===== src/rtl/adc128s_pkg.sv =====
// Shared constants and helpers for the ADC128S SPI-slave converter model.
package adc128s_pkg;

  localparam int unsigned FRAME_W = 16;
  localparam int unsigned DATA_W  = 12;

  typedef enum logic [2:0] {
    CH_LD_LFT  = 3'd0,
    CH_LD_RGHT = 3'd4,
    CH_STEER   = 3'd5,
    CH_BATT    = 3'd6
  } chnl_e;

  typedef logic [FRAME_W-1:0] frame_t;
  typedef logic [DATA_W-1:0]  sample_t;

  function automatic frame_t tx_word(input sample_t value);
    return {4'h0, value};
  endfunction

endpackage


===== src/rtl/adc128s_fc_if.sv =====
// SPI bus between the A2D master and the ADC128S slave model.
interface adc128s_fc_if;
  logic SS_n;
  logic SCLK;
  logic MOSI;
  logic MISO;

  modport master (output SS_n, output SCLK, output MOSI, input MISO);
  modport slave  (input SS_n, input SCLK, input MOSI, output MISO);
endinterface


===== src/rtl/adc128s_spi_slv.sv =====
// SPI slave datapath: input synchronisers, edge detect, 16-bit shift registers
// and a saturating bit counter. Loads load_word at SS_n fall.
module adc128s_spi_slv
  import adc128s_pkg::*;
(
  input  logic         clk,
  input  logic         rst_n,
  adc128s_fc_if.slave  spi,
  input  frame_t       load_word,
  output frame_t       rx_word,
  output logic         frame_done
);

  localparam logic [4:0] CNT_FULL = 5'(FRAME_W);

  logic ss_s1, ss_s2, ss_s3;
  logic sclk_s1, sclk_s2, sclk_s3;
  logic mosi_s1, mosi_s2;
  logic ss_fall, ss_rise, sclk_rise, sclk_fall;
  frame_t     tx_shft, rx_shft;
  logic [4:0] bit_cnt;

  always_ff @(posedge clk or negedge rst_n) begin
    if (!rst_n) begin
      ss_s1   <= 1'b1;
      ss_s2   <= 1'b1;
      ss_s3   <= 1'b1;
      sclk_s1 <= 1'b1;
      sclk_s2 <= 1'b1;
      sclk_s3 <= 1'b1;
      mosi_s1 <= 1'b0;
      mosi_s2 <= 1'b0;
    end else begin
      ss_s1   <= spi.SS_n;
      ss_s2   <= ss_s1;
      ss_s3   <= ss_s2;
      sclk_s1 <= spi.SCLK;
      sclk_s2 <= sclk_s1;
      sclk_s3 <= sclk_s2;
      mosi_s1 <= spi.MOSI;
      mosi_s2 <= mosi_s1;
    end
  end

  assign ss_fall   =  ss_s3   & ~ss_s2;
  assign ss_rise   = ~ss_s3   &  ss_s2;
  assign sclk_rise = ~sclk_s3 &  sclk_s2;
  assign sclk_fall =  sclk_s3 & ~sclk_s2;

  // The leading SCLK fall before the first rise must not shift, hence bit_cnt != 0.
  always_ff @(posedge clk or negedge rst_n) begin
    if (!rst_n) begin
      tx_shft <= '0;
      rx_shft <= '0;
      bit_cnt <= '0;
    end else if (ss_fall) begin
      tx_shft <= load_word;
      rx_shft <= '0;
      bit_cnt <= '0;
    end else if (!ss_s2) begin
      if (sclk_rise) begin
        rx_shft <= {rx_shft[FRAME_W-2:0], mosi_s2};
        if (bit_cnt != CNT_FULL)
          bit_cnt <= bit_cnt + 5'd1;
      end
      if (sclk_fall && (bit_cnt != '0))
        tx_shft <= {tx_shft[FRAME_W-2:0], 1'b0};
    end
  end

  assign rx_word    = rx_shft;
  assign frame_done = ss_rise && (bit_cnt == CNT_FULL);
  assign spi.MISO   = ss_s2 ? 1'b0 : tx_shft[FRAME_W-1];

endmodule


===== src/rtl/adc128s_fc.sv =====
// ADC128S 8-channel 12-bit A2D model (SPI slave). Result in frame N is for the
// channel addressed in frame N-1. Optional macro: ADC128S_CHNL_TAG_EN.
module adc128s_fc
  import adc128s_pkg::*;
#(
  parameter logic [11:0] UNUSED_VAL = 12'h000
) (
  input  logic        clk,
  input  logic        rst_n,
  adc128s_fc_if.slave spi,
  input  logic [11:0] ld_cell_lft,
  input  logic [11:0] ld_cell_rght,
  input  logic [11:0] steerPot,
  input  logic [11:0] batt
);

  logic [2:0] pend_chnl;
  sample_t    sel_val;
  frame_t     rx_word;
  logic       frame_done;
  logic       unused_rx;

  always_comb begin
    sel_val = UNUSED_VAL;
    case (pend_chnl)
      CH_LD_LFT:  sel_val = ld_cell_lft;
      CH_LD_RGHT: sel_val = ld_cell_rght;
      CH_STEER:   sel_val = steerPot;
      CH_BATT:    sel_val = batt;
`ifdef ADC128S_CHNL_TAG_EN
      default:    sel_val = {pend_chnl, 9'h000};
`else
      default:    sel_val = UNUSED_VAL;
`endif
    endcase
  end

  // Aborted frames never assert frame_done, so the pending channel survives them.
  always_ff @(posedge clk or negedge rst_n) begin
    if (!rst_n)
      pend_chnl <= '0;
    else if (frame_done)
      pend_chnl <= rx_word[13:11];
  end

  assign unused_rx = ^{rx_word[15:14], rx_word[10:0]};

  adc128s_spi_slv u_spi (
    .clk        (clk),
    .rst_n      (rst_n),
    .spi        (spi),
    .load_word  (tx_word(sel_val)),
    .rx_word    (rx_word),
    .frame_done (frame_done)
  );

endmodule


===== src/flat_wrapper.sv =====
// flat-port wrapper written by rule: the top's interface ports become plain ports
module adc128s_fc_flat import adc128s_pkg::*;
#(
  parameter logic [11:0] UNUSED_VAL = 12'h000
)
  (clk, rst_n, ld_cell_lft, ld_cell_rght, steerPot, batt, spi_SS_n, spi_SCLK, spi_MOSI, spi_MISO);
  adc128s_fc_if spi_i ();
  input  logic clk;
  input  logic rst_n;
  input  logic [11:0] ld_cell_lft;
  input  logic [11:0] ld_cell_rght;
  input  logic [11:0] steerPot;
  input  logic [11:0] batt;
  input wire logic [$bits(spi_i.SS_n)-1:0] spi_SS_n;
  input wire logic [$bits(spi_i.SCLK)-1:0] spi_SCLK;
  input wire logic [$bits(spi_i.MOSI)-1:0] spi_MOSI;
  output wire logic [$bits(spi_i.MISO)-1:0] spi_MISO;
  assign spi_i.SS_n = spi_SS_n;
  assign spi_i.SCLK = spi_SCLK;
  assign spi_i.MOSI = spi_MOSI;
  assign spi_MISO = spi_i.MISO;
  adc128s_fc #(.UNUSED_VAL(UNUSED_VAL)) u_core (.clk(clk), .rst_n(rst_n), .spi(spi_i), .ld_cell_lft(ld_cell_lft), .ld_cell_rght(ld_cell_rght), .steerPot(steerPot), .batt(batt));
endmodule

===== config.mk =====
export PLATFORM = sky130hd
export DESIGN_NAME = adc128s_fc_flat
export DESIGN_NICKNAME = d
export VERILOG_FILES = /design/src/rtl/adc128s_pkg.sv /design/src/rtl/adc128s_fc_if.sv /design/src/rtl/adc128s_spi_slv.sv /design/src/rtl/adc128s_fc.sv /design/src/flat_wrapper.sv
export SDC_FILE = /design/constraint.sdc
export NUM_CORES = 1
export LEC_CHECK = 0
export ABC_AREA = 1
export CAP_MARGIN = 10
export CORE_MARGIN = 2
export CORE_UTILIZATION = 35
export CTS_BUF_LIST = sky130_fd_sc_hd__clkbuf_8
export CTS_CLUSTER_DIAMETER = 80
export DETAILED_ROUTE_END_ITERATION = 8
export PLACE_DENSITY = 0.55
export REMOVE_ABC_BUFFERS = 1
export SLEW_MARGIN = 20
export SYNTH_ARGS = -nofsm -noshare
export SYNTH_HDL_FRONTEND = slang
export SYNTH_SLANG_ARGS = --single-unit

===== constraint.sdc =====
create_clock -name clk -period 1.6 [get_ports clk]
set_input_delay 0.32 -clock clk [delete_from_list [all_inputs] [get_ports clk]]
set_output_delay 0.32 -clock clk [all_outputs]
set_load 0.01 [all_outputs]

---- After elaboration in Yosys (flattened, before gate mapping) ----
Cells that the tools add are included.
operators by class
  $add $sub $neg .......................... 1
  equality and inequality tests ........... 6
  muxes and demuxes ....................... 12
  bitwise logic cells ..................... 8
  reductions and logical operators ........ 10
operators by type and width
  cell                                            number
  two-way mux 16 bit                              3
  one-hot mux 12 bit (4 select lines)             1
  two-way mux 14 bit                              3
  two-way mux 5 bit                               4
  equality test 3 bit (second input constant)     3
  nonzero test 2 bit                              3
  adder 5 x 1 -> 5 bit (second input constant)    1
  equality test 5 bit (second input constant)     1
  != test 5 bit (second input constant)           1
  nonzero test 5 bit                              1
  bitwise AND 1 bit                               4
  NOT 1 bit                                       4
  AND reduction 2 bit                             2
  zero test 3 bit                                 1
  AND reduction 3 bit                             1
  logical AND 1 bit                               2
  != test 2 x 1 -> 1 bit (second input constant)  1
  two-way mux 1 bit                               1
word-level totals
  bits in registers ....................... 46
  output and inout port bits .............. 1
  logic and storage cells ................. 49

---- Logic depth before layout (Yosys ltp) ----
  word-level depth ........................ 6
  mapped depth ............................ 8

---- Cells and area by module ----
A second synthesis with hierarchy kept.
second synthesis, totals
  cell total of the unflattened synthesis .. 380
  area total of the unflattened synthesis .. 2755.1 um2
modules (own cells, without submodules)
  module           instances  cells each  area an instance (um2)
  adc128s_spi_slv  1          247         2058.2
  adc128s_fc       1          133         696.9

---- Worst setup path after synthesis ----
No wires, ideal clock.
  kind .................................... register -> register
  start point ............................. register u_core.u_spi.sclk_s3
  end point ............................... register u_core.u_spi.tx_shft[11]
  data arrival time ....................... 1.174 ns
  required time ........................... 1.474 ns
  setup slack ............................. 0.300 ns
  cell stages (with the launch flop) ...... 7
  buffers on the path ..................... 1
  period minus slack after synthesis ...... 1.300 ns
  cell sequence ........................... dfstp_2 -> inv_1 -> nor3_1 -> nand2_2 -> buf_6 -> o21ai_0 -> a21oi_1
on the way
  longest elaborated chain between the ends .. 4
ends and longest elaborated chain
  what                           RTL line               RTL
  start: declaration             adc128s_spi_slv.sv:17  logic sclk_s1, sclk_s2, sclk_s3;
  start signal: assignment       adc128s_spi_slv.sv:39  sclk_s3 <= sclk_s2;
  bitwise AND 1 bit              adc128s_spi_slv.sv:48  assign sclk_fall = sclk_s3 & ~sclk_s2;
  logical AND 1 bit              adc128s_spi_slv.sv:66  if (sclk_fall && (bit_cnt != '0))
  nonzero test 2 bit (no line)   n/a
  AND reduction 2 bit (no line)  n/a
  end signal: assignment         adc128s_spi_slv.sv:57  tx_shft <= load_word;
  end signal: assignment         adc128s_spi_slv.sv:67  tx_shft <= {tx_shft[FRAME_W-2:0], 1'b0};
  end: declaration               adc128s_spi_slv.sv:20  frame_t tx_shft, rx_shft;
Every way passes these cells.
A chain may end at the register's enable or synchronous reset.

---- Final worst setup path ----
  start point ............................. register u_core.u_spi.ss_s2
  end point ............................... register u_core.u_spi.rx_shft[3], in the netlist u_core.u_spi.rx_word[3]
on the way
  longest elaborated chain between the ends .. 4
  elaborated cells between the ends (all ways) .. 6
  classes of those cells .................. eq/ne (1); mux (1); bitwise (2); reduce/logical (2)
ends and longest elaborated chain
  what                                                                    RTL line               RTL
  start: declaration                                                      adc128s_spi_slv.sv:16  logic ss_s1, ss_s2, ss_s3;
  start signal: assignment                                                adc128s_spi_slv.sv:35  ss_s2 <= ss_s1;
  NOT 1 bit                                                               adc128s_spi_slv.sv:45  assign ss_fall = ss_s3 & ~ss_s2;
  bitwise AND 1 bit                                                       adc128s_spi_slv.sv:45
  != test 2 x 1 -> 1 bit (no line) or nonzero test 2 bit (tied branches)  n/a
  AND reduction 2 bit (no line)                                           n/a
  end signal: assignment                                                  adc128s_spi_slv.sv:62  rx_shft <= {rx_shft[FRAME_W-2:0], mosi_s2};
  end: declaration                                                        adc128s_spi_slv.sv:20
Parallel ways exist; a longest one is shown, timed or not.

==> reports/summary.txt <==
Vias per inst: 5.01
Seq/Total Area, Yosys: 0.486
Synth unique cells: 25
Tot GR Track Use: 0.168
DR DRC count: 0
H-tree depth: 2
Inserted Diodes: 0
Routability cong.: 0.776
Detailed Routing Iterations Pass 1: 4
Pin slew with the least headroom to its limit: 477 ps
Initial Util: 0.357
Area post-placement: 2980 µm²
Fin crit share: 0.924
Worst setup SP type: flip-flop
Yosys reg bits: 46
P_sw: 0.747 mW
Root Driver: clkbuf_8
CTS tree: done
Total Wirelength: 5770 µm
Dpl hpwl: 4070 µm
Initial antenna violation count: 0
# clock sinks: 46
Ranking of synthesized cells by area: dfrtp_1 (42%), nand2_1 (8.2%), nand3_1 (8.0%)
Number of global-route vias before repair: 2168
Hold Crit Class: flip-flop to flip-flop
Core Area: 6680 µm²
Die width: 86.6 µm
CTS max path bufs: 2
Boundary Pins: 54
First-pass GRT wire length: 9950 µm
Post-Synth Adder-Cell Area: 0.0105
Pwr dens: 864 nW/µm²
Die ar.: 7490 µm²
Final hold vios: 0
Share of layout cells above drive strength 1: 0.125
Outcome: finished clean
# rows: 30
Post-synthesis cell area: 2390 µm²
Via count: 2126
Clk Latency, worst-skew pair: 300 ps
Clock power share: 0.294
Worst EP required: 1790 ps
Largest net degree at the start of global routing: 28
Worst clock skew: 13.0 ps
Post-route ant nets: 0
Nets@finish: 398
WL/cell: 13.6 µm
CP Class: flip-flop to flip-flop
Syn Area/Cell: 8.40 µm²
VDD IR-drop max: 0.000452 V
Num CTS Buffers: 5
Hold_ws: 353 ps
RSZ-0062 raised after global routing: yes
Min Clock Period, post-route: 1480 ps
Leakage: 1.40 nW
Synth Instances: 284
YS warnings: 0
Final setup violation count: 0
Number of fill cells in the layout: 684
Logic gate share of total power: 0.191
Post-synthesis mux area share: 0
Fin. max-slew vios: 0
Register share of total power: 0.516
Die height: 86.6 µm
Maximum fanout along the worst path: 14
Max_cap viols: 0
Fin worst setup slack: 121 ps
Pre-CTS setup slack: 104 ps
Slew headroom: 0.682
Main combinational cell family by area after synthesis: simple AND/OR/NAND/NOR gates
Sw Ratio: 0.275
CP endpoint kind: flip-flop
Peak Freq: 0.676 GHz
Synth Area in Simple Gates: 0.285
Layout area overhead: 31.7%
Share of the synthesized area in the top cell type: 0.420
Cells on worst reg2reg path: 7
Most area-hungry cell type in the Yosys netlist: dfrtp_1
Hold path cells: 0
DR iter-0 viols: 103
P_int: 1.97 mW
WP data arrival: 1670 ps
Synth Area in Compound Gates: 0.125
R2R Setup Slk: 120 ps
Synth Area in XOR/XNOR: 0.00734
Clock transition at path regs: 90 ps
GR Overflow Total: 0
Number of port buffers: 53
Finished Cell Area: 3140 µm²
-- cells by family (layout without fill, tap and decap cells) --
family,Yosys count,after routing
AOI/OAI and AO/OA,56,56
adders and majority gates,2,2
buffers and inverters,39,99
DFF,46,46
and+or+nand+nor,139,139
xor gates and xnor gates,2,2
-- worst paths after layout --
kind / from / to
setup / recovery: u_core.u_spi.ss_s2 / u_core.u_spi.rx_word[3]
hold / removal: u_core.u_spi.mosi_s1 / u_core.u_spi.mosi_s2
setup reg to reg: u_core.u_spi.ss_s2 / u_core.u_spi.rx_word[3]
hold reg to reg: u_core.u_spi.mosi_s1 / u_core.u_spi.mosi_s2
max in group asynchronous: rst_n / u_core.u_spi.tx_shft[12]
min in group asynchronous: rst_n / u_core.u_spi.rx_word[5]
-- timing repair --
| item | in CTS | in global routing |
|---|---|---|
| setup buffers | 1 | 4 |
| gates resized for setup | 1 | 4 |
| gates cloned | 0 | 0 |
| hold endpoints to repair | 13 | 0 |
| pin swaps | 0 | 2 |
| endpoints found under the setup margin | 1 | 6 |
| hold buffers | 1 | 0 |
-- cells in the final DEF, fill, tap and decap left out --
cell / n
clkdlybuf4s50_1: 51
dfstp_2: 6
buf_4: 15
buf_12: 1
ha_1: 2
nor2_4: 1
nand4_1: 27
buf_6: 1
dlygate4sd3_1: 1
nand2_4: 1
dfrtp_1: 40
xnor2_1: 1
inv_2: 3
nand3_4: 1
nand3_2: 1
xor2_1: 1
nand2_1: 52
dlygate4sd2_1: 1
a21oi_1: 11
nor2_1: 14
nor2_2: 1
clkinv_4: 1
clkbuf_8: 7
buf_2: 1
nor3_2: 1
o21ai_0: 30
o21ai_1: 8
o31ai_1: 7
inv_1: 17
nand3_1: 38
nand2_2: 2
-- layout make-up --
cell class / instances / area [µm²] / share of cell area
Timing Repair Buffer: 71 / 678 / 0.216
Clock buffer: 7 / 96.3 / 0.0307
Clock inverter: 1 / 8.76 / 0.00279
Sequential cell: 46 / 1160 / 0.369
Multi-Input combinational cell: 199 / 1030 / 0.326
Inverter: 20 / 75.1 / 0.0239
Tap cell: 80 / 100 / 0.0318
-- sequential cells by signal (all words and copies together) (netlist names) --
name,flops
u_core.u_spi.sclk_s1,1
u_core.u_spi.mosi_s2,1
u_core.u_spi.bit_cnt,5
u_core.u_spi.ss_s3,1
u_core.u_spi.mosi_s1,1
u_core.u_spi.ss_s1,1
u_core.u_spi.tx_shft,16
u_core.u_spi.ss_s2,1
u_core.u_spi.rx_word,14
u_core.u_spi.sclk_s3,1
u_core.pend_chnl,3
u_core.u_spi.sclk_s2,1
-- power by group through the flow --
stage,logic [mW],registers (mW),clock network [mW]
3_3_place_gp,0.503,1.42,0
3_5_place_dp,0.512,1.42,0
2_1_floorplan,0.276,1.40,0
4_1_cts,0.515,1.40,0.815
5_1_grt,0.605,1.42,0.869
6_report,0.518,1.40,0.797
-- Yosys cell counts (all sizes together) --
library cell	n
a21oi	11
buf	19
dfrtp	40
dfstp	6
ha	2
inv	20
nand2	55
nand3	40
nand4	27
nor2	16
nor3	1
o21ai	38
o31ai	7
xnor2	1
xor2	1
-- critical path, cell delays in order (launching register included) --
cell and delay, ps:
dfstp_2 540, buf_4 120, nor2_1 50, inv_1 150
nand2_1 150, buf_4 210, nand3_1 70, o21ai_0 80
-- stage by stage --
step | total power [mW] | util | cells | setup TNS [ps]
floorplan | 1.68 | - | 265 | -24030
global placement | 1.93 | 0.446 | 410 | 0
detailed placement | 1.93 | 0.446 | 410 | 0
CTS | 2.73 | 0.465 | 420 | 0
global route | 2.90 | 0.470 | 424 | -1.45
finish | 2.72 | 0.470 | 424 | 0
-- layer usage --
metal | wire length, µm | GRT usage | share of wire
met5 | 0 | 0 | 0
met4 | 123 | 0.0639 | 0.021
met3 | 170 | 0.0314 | 0.029
met2 | 2730 | 0.272 | 0.47
met1 | 2750 | 0.224 | 0.48
(Power assumes the default switching activity.)
